**config.mk**
```make
export PLATFORM = sky130hd
export DESIGN_NAME = smc_seq_ctrl
export DESIGN_NICKNAME = d
export VERILOG_FILES = /design/src/rtl/smc_pkg.sv /design/src/rtl/smc_mos_eval.sv /design/src/rtl/smc_seq_ctrl.sv
export SDC_FILE = /design/constraint.sdc
export NUM_CORES = 1
export LEC_CHECK = 0
export ABC_AREA = 1
export ABC_CLOCK_PERIOD_IN_PS = 13000
export CAP_MARGIN = 10
export CORE_ASPECT_RATIO = 1.1
export CORE_MARGIN = 5
export CORE_UTILIZATION = 33
export DETAILED_ROUTE_END_ITERATION = 7
export HOLD_SLACK_MARGIN = 0.1
export PLACE_DENSITY = 0.53
export SETUP_SLACK_MARGIN = 0.4
export SYNTH_ARGS = -nofsm -noshare
export SYNTH_HDL_FRONTEND = slang
export SYNTH_SLANG_ARGS = --single-unit
```
**constraint.sdc**
```tcl
create_clock -name clk -period 13 [get_ports clk]
set_input_delay 3.25 -clock clk [delete_from_list [all_inputs] [get_ports clk]]
set_output_delay 3.25 -clock clk [all_outputs]
set_load 0.02 [all_outputs]
```
**src/rtl/smc_pkg.sv**
```systemverilog
// Shared types, constants and the sorted-list insert helper for the SMC sequencer.
package smc_pkg;

  localparam int RES_W = 10;
  localparam logic [RES_W-1:0] SENTINEL = 10'h3FF;

  // ID-mode weights applied to m0/m1/m2 (descending order)
  localparam logic [12:0] WT0 = 13'd3;
  localparam logic [12:0] WT1 = 13'd4;
  localparam logic [12:0] WT2 = 13'd5;

  typedef enum logic [1:0] {LOAD, FLUSH, SUM, OUT} state_t;

  typedef struct packed {
    logic [RES_W-1:0] m0;
    logic [RES_W-1:0] m1;
    logic [RES_W-1:0] m2;
  } res_list_t;

  // List is always kept descending (m0 >= m1 >= m2) in both keep modes
  function automatic res_list_t list_insert(input res_list_t l,
                                            input logic [RES_W-1:0] v,
                                            input logic keep_max);
    res_list_t r;
    r = l;
    if (keep_max) begin
      if (v > l.m0)      r = '{m0: v,    m1: l.m0, m2: l.m1};
      else if (v > l.m1) r = '{m0: l.m0, m1: v,    m2: l.m1};
      else if (v > l.m2) r = '{m0: l.m0, m1: l.m1, m2: v};
    end else begin
      if (v < l.m2)      r = '{m0: l.m1, m1: l.m2, m2: v};
      else if (v < l.m1) r = '{m0: l.m1, m1: v,    m2: l.m2};
      else if (v < l.m0) r = '{m0: v,    m1: l.m1, m2: l.m2};
    end
    return r;
  endfunction

endpackage

```
**src/rtl/smc_mos_eval.sv**
```systemverilog
// Combinational per-transistor evaluator: ID or gm in triode/saturation, divided by 3.
module smc_mos_eval
  import smc_pkg::*;
(
  input  logic             mode0_i,
  input  logic [2:0]       w_i,
  input  logic [2:0]       vgs_i,
  input  logic [2:0]       vds_i,
  output logic [RES_W-1:0] res_o
);

  logic        triode;
  logic [2:0]  vgs_m1;
  logic [11:0] w12, g12, d12, o12, prod;

  // vgs-1 wraps in 3 bits; the triode test itself is done without wrap
  always_comb begin
    vgs_m1 = vgs_i - 3'd1;
    w12    = {9'd0, w_i};
    g12    = {9'd0, vgs_i};
    d12    = {9'd0, vds_i};
    o12    = {9'd0, vgs_m1};
    triode = {1'b0, vgs_i} > ({1'b0, vds_i} + 4'd1);
    if (mode0_i)
      prod = triode ? d12 * w12 * ((g12 << 1) - d12 - 12'd2) : w12 * o12 * o12;
    else
      prod = triode ? (w12 * d12) << 1 : (w12 * o12) << 1;
    res_o = RES_W'(prod / 12'd3);
  end

endmodule

```
**src/rtl/smc_seq_ctrl.sv**
```systemverilog
// Beat-serial sequencer: evaluates N_MOS transistors, keeps a 3-entry sorted list, emits a weighted sum.
// Optional job counter output enabled by defining SMC_SEQ_JOB_CNT_EN.
module smc_seq_ctrl
  import smc_pkg::*;
#(
  parameter int N_MOS = 6
) (
  input  logic             clk,
  input  logic             reset,
  input  logic             in_valid,
  output logic             in_ready,
  input  logic [1:0]       in_mode,
  input  logic [2:0]       in_w,
  input  logic [2:0]       in_vgs,
  input  logic [2:0]       in_vds,
  output logic             out_valid,
  input  logic             out_ready,
  output logic [RES_W-1:0] out_n,
  output logic             busy
`ifdef SMC_SEQ_JOB_CNT_EN
  ,
  output logic [7:0]       job_cnt
`endif
);

  state_t           state_q;
  logic [3:0]       cnt_q;
  logic [1:0]       mode_q;
  logic [RES_W-1:0] res_q;
  logic             res_vld_q;
  res_list_t        list_q, list_d;
  logic [RES_W-1:0] out_n_q;
  logic             out_valid_q;
  logic             accept, first_beat, eval_mode;
  logic [RES_W-1:0] eval_res;
  logic [12:0]      wsum;
`ifdef SMC_SEQ_JOB_CNT_EN
  logic [7:0]       job_cnt_q;
  assign job_cnt = job_cnt_q;
`endif

  assign in_ready   = (state_q == LOAD);
  assign accept     = in_valid && in_ready;
  assign first_beat = (cnt_q == 4'd0);
  assign eval_mode  = first_beat ? in_mode[0] : mode_q[0];
  assign busy       = (state_q != LOAD) || (cnt_q != 4'd0);
  assign out_valid  = out_valid_q;
  assign out_n      = out_n_q;

  smc_mos_eval u_eval (
    .mode0_i (eval_mode),
    .w_i     (in_w),
    .vgs_i   (in_vgs),
    .vds_i   (in_vds),
    .res_o   (eval_res)
  );

  always_comb begin
    list_d = list_insert(list_q, res_q, mode_q[1]);
    if (mode_q[0])
      wsum = 13'(list_q.m0) * WT0 + 13'(list_q.m1) * WT1 + 13'(list_q.m2) * WT2;
    else
      wsum = 13'(list_q.m0) + 13'(list_q.m1) + 13'(list_q.m2);
  end

  // Each accepted result is inserted one cycle later; the last insert lands in FLUSH
  always_ff @(posedge clk) begin
    if (reset) begin
      state_q     <= LOAD;
      cnt_q       <= 4'd0;
      mode_q      <= 2'b00;
      res_q       <= '0;
      res_vld_q   <= 1'b0;
      list_q      <= '0;
      out_n_q     <= '0;
      out_valid_q <= 1'b0;
`ifdef SMC_SEQ_JOB_CNT_EN
      job_cnt_q   <= 8'd0;
`endif
    end else begin
      res_vld_q <= accept;
      if (accept) res_q <= eval_res;
      if (res_vld_q) list_q <= list_d;
      if (accept && first_beat) begin
        mode_q <= in_mode;
        list_q <= in_mode[1] ? '{m0: '0, m1: '0, m2: '0}
                             : '{m0: SENTINEL, m1: SENTINEL, m2: SENTINEL};
      end
      case (state_q)
        LOAD: begin
          if (accept) begin
            if (cnt_q == 4'(N_MOS - 1)) begin
              cnt_q   <= 4'd0;
              state_q <= FLUSH;
            end else begin
              cnt_q <= cnt_q + 4'd1;
            end
          end
        end
        FLUSH: state_q <= SUM;
        SUM: begin
          out_n_q     <= RES_W'(wsum);
          out_valid_q <= 1'b1;
          state_q     <= OUT;
        end
        OUT: begin
          if (out_ready) begin
            out_valid_q <= 1'b0;
            state_q     <= LOAD;
`ifdef SMC_SEQ_JOB_CNT_EN
            job_cnt_q   <= job_cnt_q + 8'd1;
`endif
          end
        end
        default: state_q <= LOAD;
      endcase
    end
  end

endmodule

```
After elaboration in Yosys (flattened, before gate mapping)
Index checks and enable logic that the tools add are counted.

Register bits: 60. Latch bits: 0. Bits in writable memories: 0. Bits in read-only memories: 0. Input bits: 15. Output and inout bits: 13. Memories: 0.

Add/sub/neg operators: 9. Multipliers: 6. Div/mod/pow operators: 1. Order comparisons: 7. Equality and inequality tests: 10. Shift operators: 0. Multiplexer cells: 22. Bitwise gates (word level): 0. Reductions and logical operators: 18.

Operator list (count): 2-to-1 mux 30 bit (8); adder 10 bit (4); greater-than comparator 10 bit (3); < comparator 10 bit (3); 2-to-1 mux 12 bit (2); 2-to-1 mux 10 bit (2); 2-to-1 mux 20 bit (1); divider 12 x 2 -> 12 bit, second input constant (1); multiplier 3 x 3 -> 6 bit (2); multiplier 6 x 12 -> 12 bit (1); AND reduction 3 bit (4); subtractor 12 x 2 -> 12 bit, second input constant (1); multiplier 10 x 2 -> 10 bit, second input constant (1); multiplier 10 x 3 -> 10 bit, second input constant (1); multiplier 6 x 3 -> 9 bit (1); case mux 2 bit (4 select lines) (1); nonzero test 4 bit (2); 2-to-1 mux 7 bit (1); 2-to-1 mux 2 bit (3); nonzero test 2 bit (3); inequality test 5 x 1 -> 1 bit, second input constant (1); nonzero test 5 bit (1); subtractor 4 x 3 -> 5 bit (1); adder 3 x 1 -> 4 bit, second input constant (1); 19 further kinds (24).

Logic depth before layout (Yosys ltp)
Gate-level depths: netlist of the first run.

Word-level depth: 7. Depth in mapped cells: 58.

Hierarchy
A second synthesis of the first run with hierarchy kept.

Cell total of the unflattened synthesis: 1389. Area total of the unflattened synthesis: 9140.0 um^2.

Modules (own cells, without submodules): smc_seq_ctrl (times used 1, cells each 856, area each 5800.6 um^2); smc_mos_eval (times used 1, cells each 533, area each 3339.5 um^2).

Worst setup path after synthesis of the first run
OpenSTA, ideal clock, no wires.

Kind: input to register. Start point: input in_w[0]. End point: register res_q[0]. Arrival time: 10.131 ns. Data required time: 12.891 ns. Slack: 2.760 ns. Stages on the path: 50. Buffers on the path: 2. Cells stage by stage: buf_2 nand2_1 inv_1 fa_1 ha_1 fa_1 buf_2 inv_1 nor2_1 fa_1 fa_1 inv_1 fa_1 inv_1 ha_1 nand3_1 nand3_1 nand2_1 [14 not listed] nand2_1 nand3_2 nand3_1 nand3_2 nand2_1 nand2_1 nand3_2 nand2_1 nand2_1 nand2_1 inv_2 ha_1 a31oi_1 nand2_1 a21oi_1 nand3_1 nand2_1 inv_1.

Cells in the longest elaborated chain, start to end: 5. Elaborated cells between the ends (all ways): 8. Those cells by class: 4 x mul; 1 x div; 3 x mux.

RTL lines: start, declared (RTL line smc_seq_ctrl.sv:13) `input logic [2:0] in_w,`; multiplier 3 x 3 -> 6 bit (RTL line smc_mos_eval.sv:25, smc_mos_eval.sv:27); multiplier 6 x 12 -> 12 bit / multiplier 6 x 3 -> 9 bit (equally long branches) (RTL line smc_mos_eval.sv:25) `prod = triode ? d12 * w12 * ((g12 << 1) - d12 - 12'd2) : w12 * o12 * o12;`; 2-to-1 mux 12 bit (RTL line smc_mos_eval.sv:25); 2-to-1 mux 12 bit (*) (RTL line smc_mos_eval.sv:24) `if (mode0_i)`; divider 12 x 2 -> 12 bit (*) (RTL line smc_mos_eval.sv:28) `res_o = RES_W'(prod / 12'd3);`; end signal, assigned (RTL line smc_seq_ctrl.sv:82) `if (accept) res_q <= eval_res;`; end, declared (RTL line smc_seq_ctrl.sv:29) `logic [RES_W-1:0] res_q;`.

Mark *: on every way between the ends. The rest lies on a longest branch, timed or not. A chain may end at the register's enable or synchronous reset.

Worst setup path in the final report of the first run
Start point: input in_vds[0]. End point: register res_q[0].

Cells in the longest elaborated chain, start to end: 6. Elaborated cells between the ends (all ways): 10. Those cells by class: 3 x add/sub; 2 x mul; 1 x div; 1 x order compare; 3 x mux.

RTL lines: start, declared (RTL line smc_seq_ctrl.sv:15) `input logic [2:0] in_vds,`; subtractor 4 x 3 -> 5 bit (RTL line smc_mos_eval.sv:25); subtractor 12 x 2 -> 12 bit (RTL line smc_mos_eval.sv:25); multiplier 6 x 12 -> 12 bit (RTL line smc_mos_eval.sv:25); 2-to-1 mux 12 bit (RTL line smc_mos_eval.sv:25); 2-to-1 mux 12 bit (*) (RTL line smc_mos_eval.sv:24); divider 12 x 2 -> 12 bit (*) (RTL line smc_mos_eval.sv:28).

Marks and branches as above.

==> out/qor.yml, run 1 <==
layout:
  final_design_area_no_fill_um2: 9380
  post_route_cells_drive_above_1_share: 0.0546
  final-seq-area_um2: 1200
  synthToLayoutAreaGrowth_pct: 11.0
  fillerInstances: 2705
  multi_input_area_um2: 6170
  fin_nets: 1409
  number_of_antenna_cells_inserted: 0
floorplanning:
  fp-row-count: 61
  coreArea_um2: 25300
  start_util: 0.335
  die_height_um: 178
  top_level_ports: 28
  design.die.area_um2: 28900
  die_w_um: 163
sta:
  setup_viol: 0
  finalCriticalPeriod_ps: 11310
  fin_skew_ps: 11.4
  fin_tns_setup_ps: 0
  fin_worst_hold_slack_ps: 483
  final-max-slew-violation-count: 0
  pin_slew_with_the_least_headroom_to_its_limit_ps: 936
  final_hold_viol_count: 0
  maxClockFrequency_mhz: 88.4
  slew_headroom: 0.376
  grt_setup_unrepaired: "no"
  fin_crit_sh: 0.870
placement:
  numPortBuffers: 27
  place_hpwl_um: 19000
  dpl-instance-area_um2: 9110
  finalWeightedCongestion: 0.904
logic_synthesis:
  yosys_warnings: 0
  primary_ff_master_synth: "sky130_fd_sc_hd__dfxtp_1"
  avgSynthCellArea_um2: 7.05
  cell_area_after_synthesis_um2: 8460
  distinct_cell_type_count_of_the_synthesized_netlist: 44
  ys_seq_area_frac: 0.142
  synth-edff-count: 0
  syn_nets: 1387
  largest_cells_by_area_after_synthesis: "sky130_fd_sc_hd__fa_1 (17%), sky130_fd_sc_hd__ha_1 (15%), sky130_fd_sc_hd__dfxtp_1 (14%), sky130_fd_sc_hd__inv_1 (11%), sky130_fd_sc_hd__nand2_1 (8.8%)"
  yosysMostFrequentCell: "sky130_fd_sc_hd__inv_1"
  syn-instance-count: 1199
  post-synth-top-area-fraction: 0.166
  cell_taking_the_most_area_after_synthesis: "sky130_fd_sc_hd__fa_1"
  async_reset_ff_frac: 0
  synth.cells.most_frequent: "sky130_fd_sc_hd__inv_1 (248), sky130_fd_sc_hd__nand2_1 (199), sky130_fd_sc_hd__nor2_1 (111)"
  synth.ff_latch_count: 60
global_route:
  antenna_found_initial: 0
  grt_first_pass_wirelength_um: 38800
  largest_net_degree_at_the_start_of_global_routing: 39
  globalRoute.totalOverflow: 0
  grt_pass1_vias: 7852
  track_usage: 0.164
route:
  ant_nets: 0
  detail_route.iter0.violations: 385
  routedWlPerCell_um: 14.7
  routed_via_density: 4.96
  drt_pass1_iterations: 5
  postRouteWirelength_um: 23100
  vias: 7795
  detail_route.drc_violations: 0
clock_tree:
  clk_latency_ps: 330
  cts_root_buf: "sky130_fd_sc_hd__clkbuf_16"
  tritoncts: "yes"
  postCtsSetupBuffers: 0
  holdBufCountCts: 0
  post_cts_resize_count: 0
  clk_path_buf_depth: 2
  clock_sink_count: 60
  clk_pin_slew_ps: 60
  h-tree-depth: 3
  cts_buffers: 9
pwr:
  peakVddDrop_v: 0.000127
  pwr_density_cell_nw_per_um2: 276
  leak_nw: 4.74
  intPower_w: 0.00113
  sequentialPowerShare: 0.140
  power.share.clock: 0.085
  p_switching_w: 0.00146
  switching_power_share_of_the_total: 0.565
  logic_gate_share_of_total_power: 0.775
setup_path:
  setup.worst_path.class: "primary input to flop"
  crit_path_max_incr_delay_ps: 860
  critPathMaxFanout: 12
  worst_path_max_delay_cell: "sky130_fd_sc_hd__clkdlybuf4s50_1"
  worst-endpoint-arrival_ps: 11540
  critical_path.startpoint_type: "primary input"
  end_kind: "flop"
  path_common_cell: "sky130_fd_sc_hd__nand2_1"
  worstPathRequired_ps: 13230
job:
  max-cap-violations: 0
run_status:
  run_status: "completed"
min_path:
  hold_path_class: "flop to flop"
## area by class of cell
cell class / instances / share of cell area
multi-input cells: 855 / 0.658
flip-flops and latches: 60 / 0.128
inverters: 261 / 0.105
well taps: 346 / 0.0461
repair buffers: 34 / 0.0344
clock buffers: 10 / 0.0244
clock inverters: 6 / 0.00440
## cells in the final DEF, fill, tap and decap left out, types with 9 or more instances in the layout
cell / count
sky130_fd_sc_hd__o211ai_1: 20
sky130_fd_sc_hd__a211oi_1: 19
sky130_fd_sc_hd__inv_1: 248
sky130_fd_sc_hd__nor3_1: 26
sky130_fd_sc_hd__o21ai_0: 64
sky130_fd_sc_hd__ha_1: 103
sky130_fd_sc_hd__a21oi_1: 56
sky130_fd_sc_hd__clkdlybuf4s50_1: 27
sky130_fd_sc_hd__nand2_1: 199
sky130_fd_sc_hd__dfxtp_1: 60
sky130_fd_sc_hd__o32ai_1: 10
sky130_fd_sc_hd__nor2_1: 111
sky130_fd_sc_hd__o22ai_1: 13
sky130_fd_sc_hd__clkbuf_16: 9
sky130_fd_sc_hd__a31oi_1: 18
sky130_fd_sc_hd__xnor2_1: 15
sky130_fd_sc_hd__inv_2: 9
sky130_fd_sc_hd__nand3_1: 45
sky130_fd_sc_hd__fa_1: 70
## worst max-delay path, delay by kind of cell
family          cells  cell delay, ps
compound gates      5             650
fa+ha+maj           8            3430
buf+inv             9            1430
simple gates       30            2750
## routing by layer
layer / wire [µm] / part of all wire / global-route usage
met4: 706 / 0.031 / 0.0559
met2: 12000 / 0.52 / 0.318
met3: 702 / 0.030 / 0.0132
met1: 9660 / 0.42 / 0.189
met5: 0 / 0 / 0
## registers in the layout (all words and copies together), names as in the netlist
register	flops
res_vld_q	1
mode_q	2
list_q	30
out_n	10
out_valid	1
res_q	10
cnt_q	4
state_q	2
## logic make-up after synthesis
logic type / count (synthesis) / share of synthesized area
compound gates: 241 / 0.176
xor+xnor: 21 / 0.0218
fa+ha+maj: 173 / 0.318
buf+inv: 284 / 0.128
flops: 60 / 0.142
simple gates: 420 / 0.214
## worst paths after layout
kind                                              end  slack, ps                   start  cells after the start
worst max-delay path            res_q[0]$_SDFFE_PP0P_       1690               in_vds[0]                     52
worst min-delay path            out_n[2]$_SDFFE_PP0P_        480   out_n[2]$_SDFFE_PP0P_                      2
worst max register to register  res_q[0]$_SDFFE_PP0P_       8520  mode_q[0]$_SDFFE_PP0P_                     37
worst min register to register  out_n[2]$_SDFFE_PP0P_        480   out_n[2]$_SDFFE_PP0P_                      2
## power groups by stage
stage                     Combinational, W  Sequential (W)  Clock (W)
after global routing               0.00231        0.000374   0.000232
after detailed placement           0.00201        0.000366          0
final                              0.00201        0.000361   0.000220
after global placement             0.00200        0.000364          0
after CTS                          0.00202        0.000362   0.000224
after floorplan                    0.00151        0.000344          0
## per-stage QoR
stage	utilization	instances	power [W]	worst slack, ps
detailed placement	0.361	1556	0.00238	1290
finish	0.371	1572	0.00259	1690
floorplan	-	1199	0.00185	2760
global route	0.371	1572	0.00292	793
CTS	0.371	1572	0.00261	1630
global placement	0.361	1556	0.00236	1470
Power figures use the tool's default switching activity.
==> run 2: changes to the inputs <==
--- a/config.mk
+++ b/config.mk
@@ -8,3 +8,3 @@
 export ABC_AREA = 1
-export ABC_CLOCK_PERIOD_IN_PS = 13000
+export ABC_CLOCK_PERIOD_IN_PS = 14000
 export CAP_MARGIN = 10
==> constraint.sdc (replaced) <==
create_clock -name clk -period 14 [get_ports clk]
set_input_delay 2.1 -clock clk [delete_from_list [all_inputs] [get_ports clk]]
set_output_delay 2.1 -clock clk [all_outputs]
set_load 0.02 [all_outputs]
==> run 2 against run 1 <==
Critical path depth did not move. Clock-buffer cell count did not move. Cell count did not move. Global-route usage barely moved. Critical path type unchanged.
==> out/qor.yml, run 2 (same netlist as run 1, synthesis figures left out) <==
layout:
  post_route_cells_drive_above_1_share: 0.0546  # unchanged
  synthToLayoutAreaGrowth_pct: 11.5  # was 11.0%
  number_of_antenna_cells_inserted: 0  # unchanged
  most-common-layout-cells: "sky130_fd_sc_hd__inv_1 (248), sky130_fd_sc_hd__nand2_1 (199), sky130_fd_sc_hd__nor2_1 (111)"  # unchanged
  registers.top_by_ff_count: "list_q"  # unchanged
  final_design_area_no_fill_um2: 9430  # was 9380 µm²
  layout_commonest_cell: "sky130_fd_sc_hd__inv_1"  # unchanged
  largest_reg_flops: 30  # unchanged
  fin_nets: 1409  # unchanged
  post-route-util: 0.373  # was 0.371
route:
  ant_nets: 0  # unchanged
  detail_route.iter0.violations: 415  # was 385
  routed_via_density: 4.98  # was 4.96
  postRouteWirelength_um: 22900  # was 23,100 µm
  detail_route.drc_violations: 0  # unchanged
  drt_pass1_iterations: 5  # unchanged
  routedWlPerCell_um: 14.6  # was 14.7 µm
  vias: 7826  # was 7,795
placement:
  numPortBuffers: 27  # unchanged
  pre_cts_slack_ps: 3490  # was 1290 ps
  dpl-instance-area_um2: 9110  # unchanged
  finalWeightedCongestion: 0.904  # about the same
  place_hpwl_um: 19000  # about the same
sta:
  setup_viol: 0  # unchanged
  fin_crit_sh: 0.725
  final-max-slew-violation-count: 0  # unchanged
  finalCriticalPeriod_ps: 10150
  maxClockFrequency_mhz: 98.5
  final_hold_viol_count: 0  # unchanged
  fin_skew_ps: 10.3  # was 11.4 ps
  grt_setup_unrepaired: "no"  # unchanged
  slew_headroom: 0.386  # was 0.376
  worst_slack_ps: 3850  # was 1690 ps
  fin_tns_setup_ps: 0  # unchanged
  pin_slew_with_the_least_headroom_to_its_limit_ps: 920  # was 936 ps
clock_tree:
  clk_pin_slew_ps: 60  # about the same
  clk_latency_ps: 340  # was 330 ps
  clock_sink_count: 60  # unchanged
  cts_root_buf: "sky130_fd_sc_hd__clkbuf_16"  # unchanged
  postCtsSetupBuffers: 0  # unchanged
  post_cts_resize_count: 0  # unchanged
  h-tree-depth: 3  # unchanged
  tritoncts: "yes"  # unchanged
  holdBufCountCts: 0  # unchanged
  cts_buffers: 9  # unchanged
  clk_path_buf_depth: 2  # unchanged
floorplanning:
  design.die.area_um2: 28900  # unchanged
  die_height_um: 178  # unchanged
  top_level_ports: 28  # unchanged
  coreArea_um2: 25300  # unchanged
  fp-row-count: 61  # unchanged
  die_w_um: 163  # unchanged
  start_util: 0.335  # unchanged
setup_path:
  worst-endpoint-arrival_ps: 10390  # was 11,540 ps
  worst_path_max_delay_cell: "sky130_fd_sc_hd__clkdlybuf4s50_1"  # unchanged
  worstPathRequired_ps: 14230  # was 13,230 ps
  setup.worst_path.class: "primary input to flop"  # unchanged
  critical_path.startpoint_type: "primary input"  # unchanged
  crit_path_max_incr_delay_ps: 850  # was 860 ps
  worst-r2r-cell-count: 37  # unchanged
  critPathMaxFanout: 12  # unchanged
  r2r-end: "res_q[0]$_SDFFE_PP0P_"  # unchanged
  setup.reg_to_reg.worst_slack_ps: 9510  # was 8520 ps
  end_kind: "flop"  # unchanged
  path_common_cell: "sky130_fd_sc_hd__nand2_1"  # unchanged
  critical_path.reg2reg.startpoint: "mode_q[0]$_SDFFE_PP0P_"  # unchanged
min_path:
  timing.hold.worst.start: "out_n[2]$_SDFFE_PP0P_"  # unchanged
  hold_path_class: "flop to flop"  # unchanged
  hold-path-cell-count: 2  # unchanged
  hold_path_end: "out_n[2]$_SDFFE_PP0P_"  # unchanged
pwr:
  peakVddDrop_v: 0.000100  # was 0.000127 V
  leak_nw: 4.77  # was 4.74 nW
  finalPower_w: 0.00244  # was 0.00259 W
  pwr_density_cell_nw_per_um2: 259  # was 276 nW/µm²
global_route:
  grt_first_pass_wirelength_um: 38800  # about the same
  antenna_found_initial: 0  # unchanged
  largest_net_degree_at_the_start_of_global_routing: 39  # unchanged
  grt_pass1_vias: 7837  # was 7,852
  track_usage: 0.164  # about the same
  globalRoute.totalOverflow: 0  # unchanged
run_status:
  run_status: "completed"  # unchanged
job:
  max-cap-violations: 0  # unchanged
## run 2: worst max-delay path by stage
stage | endpoint | startpoint
floorplan | res_q[0]$_SDFFE_PP0P_ | in_w[0]
global placement | res_q[0]$_SDFFE_PP0P_ | in_vds[0]
detailed placement | res_q[0]$_SDFFE_PP0P_ | in_vds[0]
CTS | res_q[0]$_SDFFE_PP0P_ | in_vds[0]
global route | res_q[0]$_SDFFE_PP0P_ | in_vds[0]
finish | res_q[0]$_SDFFE_PP0P_ | in_vds[0]
## run 2: layout make-up
class                      instances  area (µm²)
fill                            2714       15800
multi-input combinational        855        6170
sequential                        60        1200
inverter                         261         982
tap                              346         433
timing repair buffer              34         323
clock buffer                      10         229
clock inverter                     6        88.8
## run 2: through the flow
stage	cells	hold WS [ps]
6_report	1572	483
5_1_grt	1572	508
4_1_cts	1572	485
3_5_place_dp	1556	471
3_3_place_gp	1556	462
2_1_floorplan	1199	468
## run 2: routing by layer
layer	vias up	GRT usage	part of all wire
met4	0	0.0710	0.041
met5	-	0	0
met1	3623	0.193	0.42
met2	182	0.305	0.51
li1	3967	-	-
met3	54	0.0137	0.029
## run 2: critical path, delay by kind of cell
kind | cells | cell delay (ps)
buffers and inverters | 9 | 1420
AND/OR/NAND/NOR | 30 | 2730
adder cells (fa/ha/maj) | 8 | 3450
AO/OA/AOI/OAI | 5 | 660
## run 2: power by group
group          internal, W  switching [W]
logic             0.000688        0.00118
registers         0.000239      0.0000961
clock network     0.000156      0.0000817
